$ cat config.mk
export PLATFORM = sky130hd
export DESIGN_NAME = trig_freq_meter
export DESIGN_NICKNAME = d
export VERILOG_FILES = /design/src/rtl/trig_freq_meter.sv
export SDC_FILE = /design/constraint.sdc
export NUM_CORES = 1
export LEC_CHECK = 0
export CORE_UTILIZATION = 40
export DETAILED_ROUTE_END_ITERATION = 16
export PLACE_DENSITY_LB_ADDON = 0.1
export SKIP_CTS_REPAIR_TIMING = 1
export SYNTH_ARGS = -nofsm -noshare
export SYNTH_HDL_FRONTEND = slang
export SYNTH_SLANG_ARGS = --single-unit
$ cat constraint.sdc
create_clock -name CLK -period 13.7 [get_ports CLK]
set_input_delay 2.055 -clock CLK [delete_from_list [all_inputs] [get_ports CLK]]
set_output_delay 2.055 -clock CLK [all_outputs]
set_load 0.03 [all_outputs]
$ cat src/rtl/trig_freq_meter.sv
// trig_freq_meter: hysteretic trigger-crossing detector with gated
// frequency counter and crossing-to-crossing period counter.
// Ports:
//   CLK, RSTB (async, active-high), EN, DATA_VALID, DATA_IN[11:0], TRIG[11:0]
//   frequency[23:0], freq_valid, freq_ovf, period[31:0], period_valid
module trig_freq_meter #(
    parameter int GATE_CYCLES = 50_000_000,
    parameter int HYST        = 2
) (
    input  logic        CLK,
    input  logic        RSTB,
    input  logic        EN,
    input  logic        DATA_VALID,
    input  logic [11:0] DATA_IN,
    input  logic [11:0] TRIG,
    output logic [23:0] frequency,
    output logic        freq_valid,
    output logic        freq_ovf,
    output logic [31:0] period,
    output logic        period_valid
);

    localparam int GW = (GATE_CYCLES > 1) ? $clog2(GATE_CYCLES) : 1;
    localparam logic [GW-1:0] GATE_LAST = GW'(GATE_CYCLES - 1);
    localparam logic [12:0] HYST13 = 13'(HYST);

    localparam logic [1:0] ST_UNKNOWN = 2'd0;
    localparam logic [1:0] ST_BELOW   = 2'd1;
    localparam logic [1:0] ST_ABOVE   = 2'd2;

    logic [1:0]    state;
    logic [1:0]    state_nxt;
    logic [11:0]   hi_q;
    logic [11:0]   lo_q;
    logic [GW-1:0] gate_cnt;
    logic [23:0]   edge_cnt;
    logic [31:0]   per_cnt;
    logic          have_edge;

    // Thresholds in 13 bits so both ends clamp instead of wrapping.
    logic [12:0] hi_sum;
    logic [12:0] lo_diff;
    logic [11:0] hi;
    logic [11:0] lo;

    assign hi_sum  = {1'b0, TRIG} + HYST13;
    assign lo_diff = {1'b0, TRIG} - HYST13;
    assign hi      = hi_sum[12] ? 12'hFFF : hi_sum[11:0];
    assign lo      = lo_diff[12] ? 12'h000 : lo_diff[11:0];

    logic adv;
    logic ge_hi;
    logic le_lo;
    logic rise;
    logic term;

    assign adv   = EN & DATA_VALID;
    assign ge_hi = DATA_IN >= hi_q;
    assign le_lo = DATA_IN <= lo_q;
    assign rise  = adv && (state == ST_BELOW) && ge_hi;
    assign term  = EN && (gate_cnt == GATE_LAST);

    // Saturating edge count including this cycle's crossing.
    logic [24:0] edge_sum;
    logic [23:0] edge_sat;
    logic        win_ovf;

    assign edge_sum = {1'b0, edge_cnt} + 25'(rise);
    assign edge_sat = edge_sum[24] ? 24'hFFFFFF : edge_sum[23:0];
    assign win_ovf  = edge_sum >= 25'h0FFFFFF;

    logic [32:0] per_sum;
    logic [31:0] per_sat;

    assign per_sum = {1'b0, per_cnt} + 33'd1;
    assign per_sat = per_sum[32] ? 32'hFFFFFFFF : per_sum[31:0];

    always_comb begin
        state_nxt = state;
        if (!EN) begin
            state_nxt = ST_UNKNOWN;
        end else if (adv) begin
            case (state)
                ST_UNKNOWN: begin
                    if (ge_hi)      state_nxt = ST_ABOVE;
                    else if (le_lo) state_nxt = ST_BELOW;
                end
                ST_BELOW: if (ge_hi) state_nxt = ST_ABOVE;
                ST_ABOVE: if (le_lo) state_nxt = ST_BELOW;
                default:  state_nxt = ST_UNKNOWN;
            endcase
        end
    end

    always_ff @(posedge CLK or posedge RSTB) begin
        if (RSTB) begin
            state        <= ST_UNKNOWN;
            hi_q         <= 12'hFFF;
            lo_q         <= 12'h000;
            gate_cnt     <= '0;
            edge_cnt     <= '0;
            per_cnt      <= '0;
            have_edge    <= 1'b0;
            frequency    <= '0;
            freq_valid   <= 1'b0;
            freq_ovf     <= 1'b0;
            period       <= '0;
            period_valid <= 1'b0;
        end else begin
            hi_q         <= hi;
            lo_q         <= lo;
            state        <= state_nxt;
            freq_valid   <= 1'b0;
            period_valid <= 1'b0;
            if (!EN) begin
                gate_cnt  <= '0;
                edge_cnt  <= '0;
                per_cnt   <= '0;
                have_edge <= 1'b0;
            end else begin
                // A crossing on the terminal cycle closes with this window.
                if (term) begin
                    frequency  <= edge_sat;
                    freq_ovf   <= win_ovf;
                    freq_valid <= 1'b1;
                    edge_cnt   <= '0;
                    gate_cnt   <= '0;
                end else begin
                    edge_cnt <= edge_sat;
                    gate_cnt <= gate_cnt + 1'b1;
                end
                // The first crossing only arms the period measurement.
                if (rise) begin
                    if (have_edge) begin
                        period       <= per_sat;
                        period_valid <= 1'b1;
                    end
                    per_cnt   <= '0;
                    have_edge <= 1'b1;
                end else begin
                    per_cnt <= per_sat;
                end
            end
        end
    end

endmodule
==> reports/summary.md <==
The run finished with clean final reports. Synthesis inferred 168 register bits. The run gives 939 as the net count of the mapped netlist.

Number of buffers and inverters on the critical path: 1. dfrtp_1 takes more of the synthesized area than any other cell. The worst max-slew margin expressed relative to the limit is 0.381, and the initial antenna violation count is 0. The top-area cell type share of the netlist area works out to 0.453. For the final routed database, the setup TNS stands at 0 ns. After clock tree synthesis, the clock-pin slew on the worst setup and hold paths is 0.07 ns. TritonCTS built the clock tree. Along the worst path, the maximum fanout reaches 23.

The number of antenna diodes in the final layout is 0. The largest net degree at the start of global routing was 77. The pre-antenna-repair detailed-routing pass consisted of 4 iterations. The number of nets with antenna violations after detailed routing came out at 0. Routability-driven placement finished with a final weighted congestion of 0.824. The run gives 2 as the maximum clock path buffer count. After the first detailed-routing iteration, the DRC count stood at 269. The logs give 17800 um for the final routed wirelength across all metal layers and 0 for the count of yosys warnings during synthesis. After floorplanning, the core was divided into 53 placement rows.

The run gives 0 as the final max-slew violation count. In the final design database the tool counted 1013 nets. In the final routed layout, each cell accounts on average for 14.4 um. Data on the critical path is required at its endpoint by 14.05 ns.

The synthesized area per cell was 9.80 um^2. The slowest stage of the critical path belongs to the cell nor3_4. Counting the buffers created by CTS gives 17.

The starting density of the core is 0.409, and the areal power density over the cells is 102 nW/um^2. Counting stages on the worst path, the most repeated cell is ha_1. STA classifies the critical path endpoint as a flop. From bottom edge to top edge, the die measures 149 um.

The number of top-level pins was 87. The run gives 7.70 ns as the worst setup slack after placement. The H-tree level count is 4, and the total placed instance area is 9680 um^2. The setup path with the least slack is of type input pin to flop.

The layout overhead on the synthesized area is 19.0%, and the clock sink count is 168. Traced cell by cell, the critical path runs through clkdlybuf4s50_1 -> ha_1 -> nand2_1 -> o21ai_0 -> a21o_1 -> a31oi_1 -> nor2_1 -> and2_1 -> ha_1 -> ha_1 -> and3_1 -> nand2_1 -> nor3_4 -> nor3_1 -> o21ai_1. The synthesized netlist occupies a cell area of 8620 um^2. The smallest setup slack after layout was 8.25 ns.

Setup repair after global routing left no endpoint under its margin. The global route total overflow is 0. For the arrival time of data at the critical path endpoint, the log shows 5.80 ns. The final critical path time including I/O delays and setup is 5.45 ns, and the via count of the first global-routing pass is 6215.

For this run, the top clock speed supported by timing is 0.184 GHz. For this run, the slowest stage of the critical path takes 0.82 ns. The logs give 0.482 ns for the hold slack and 6387 for the via total after detailed routing. The path category of the worst min-delay check is flop to flop.

The clock root buffer master is clkbuf_16. The later pin in the worst-skew pair is clocked with a latency of 0.43 ns. Counting every instance in the synthesized netlist gives 880. In the routed design, unresolved DRC markers number 0.

Top flip-flop cell by instance count after synthesis: dfrtp_1. Across the VDD grid, the largest voltage drop is 0.0703 mV. Ranked by instance count, the synthesized netlist is headed by dfrtp_1, nand2_1, nor2_1.

Input and output buffers added on the ports amount to 86. On the final layout, the worst clock skew is 0.00941 ns. On the critical path the largest part of the delay comes from simple AND/OR/NAND/NOR gates. The actual transition at the worst max-transition pin was 0.925 ns; the first-pass GRT wire length was 30700 um. The share of synthesized registers carrying an async set or reset came out at 1.00.

The synthesized design contains 0 enable-type register cells. The reported leakage power is 4.71 nW, and the distinct cell type count of the synthesized netlist is 62. Leading cell type by number of instances after synthesis: dfrtp_1.

The run gives 0.174 as the overall track demand over capacity in global routing. For the total power draw, the log shows 0.00104 W. The overall die width is 149 um, and the number of setup violations in the final report is 0. Sorting the synthesized cells by area gives the leading types as dfrtp_1, nand2_1, nor2_1, ha_1, mux2_2. The final critical-path share of the clock period was 0.398. The final hold violation count was 0. The proportion of synthesized chip area in sequential cells was 0.489. Max-cap violations in this run came to 0.

The region available for standard cell placement spans 21100 um^2. The element type at the critical path start was an input pin. Layout cell share with drive strength beyond 1: 0.105. The via count normalized by instance count works out to 5.14. Summing all non-filler instances in the final layout gives an area of 10300 um^2. The floorplan step defined a die boundary enclosing 22100 um^2. Detailed placement ended at an HPWL of 12400 um.
==> routing by layer <==
layer	GRT usage	share of wire	vias up
met5	0	0	-
met4	0.0638	0.017	0
li1	-	-	3192
met2	0.272	0.46	109
met1	0.238	0.49	3066
met3	0.0352	0.036	20
==> cells in the final DEF, fill, tap and decap left out, drive strengths merged, types with 18 or more instances in the layout <==
cell,Yosys,routed
clkdlybuf4s50,0,86
xnor2,34,34
inv,38,44
nor2,105,105
xor2,41,41
mux2,32,32
nand2,109,109
a21oi,45,45
nand3,39,39
nand4,28,28
o21ai,36,36
dfrtp,156,156
ha,31,31
clkbuf,16,18
==> worst paths after layout <==
kind | slack [ns] | end | depth (start not counted) | start
max | 8.25 | frequency[18] | 15 | DATA_IN[11]
max in group asynchronous | 10.49 | gate_cnt[15] | 3 | RSTB
min reg2reg | 0.48 | frequency[22] | 2 | frequency[22]
min in group asynchronous | 2.14 | frequency[20] | 2 | RSTB
max reg2reg | 9.82 | frequency[18] | 15 | hi_q[11]
min | 0.48 | frequency[22] | 2 | frequency[22]
==> kinds of logic after synthesis <==
logic type               synth area share
adder cells (fa/ha/maj)            0.0450
flip-flops                          0.489
buffers and inverters              0.0395
AND/OR/NAND/NOR                     0.221
AO/OA/AOI/OAI                      0.0791
XOR/XNOR                           0.0762
multiplexers                       0.0499
==> final cells by class <==
cell class                      count  area [um^2]
Fill cell                        2040        10800
Timing Repair Buffer               92          906
Clock buffer                       18          439
Multi-Input combinational cell    637         4070
Inverter                           38          148
Sequential cell                   168         4220
Tap cell                          275          344
Clock inverter                     14          140
==> sequential cells by signal (all words and copies together), names as in the netlist <==
register	count
period_valid	1
state	2
freq_ovf	1
gate_cnt	26
frequency	24
hi_q	12
per_cnt	32
edge_cnt	24
freq_valid	1
period	32
lo_q	12
have_edge	1
==> power by group <==
part / internal [W] / switching, W / leakage, nW
logic: 0.0000238 / 0.0000375 / 2.17
clock network: 0.000260 / 0.000213 / 0.280
registers: 0.000505 / 0.00000425 / 2.26
==> stage by stage <==
step / utilization / instances
2_1_floorplan: - / 880
3_3_place_gp: 0.459 / 1210
3_5_place_dp: 0.459 / 1210
4_1_cts: 0.487 / 1242
5_1_grt: 0.487 / 1242
6_report: 0.487 / 1242
==> tightest hold or removal path, cell delays in order, from the launching register on <==
cell and delay, ns:
dfrtp_1 0.34, nand2_1 0.04, o21ai_0 0.06
Note: power is estimated with default switching activity, not from simulation.
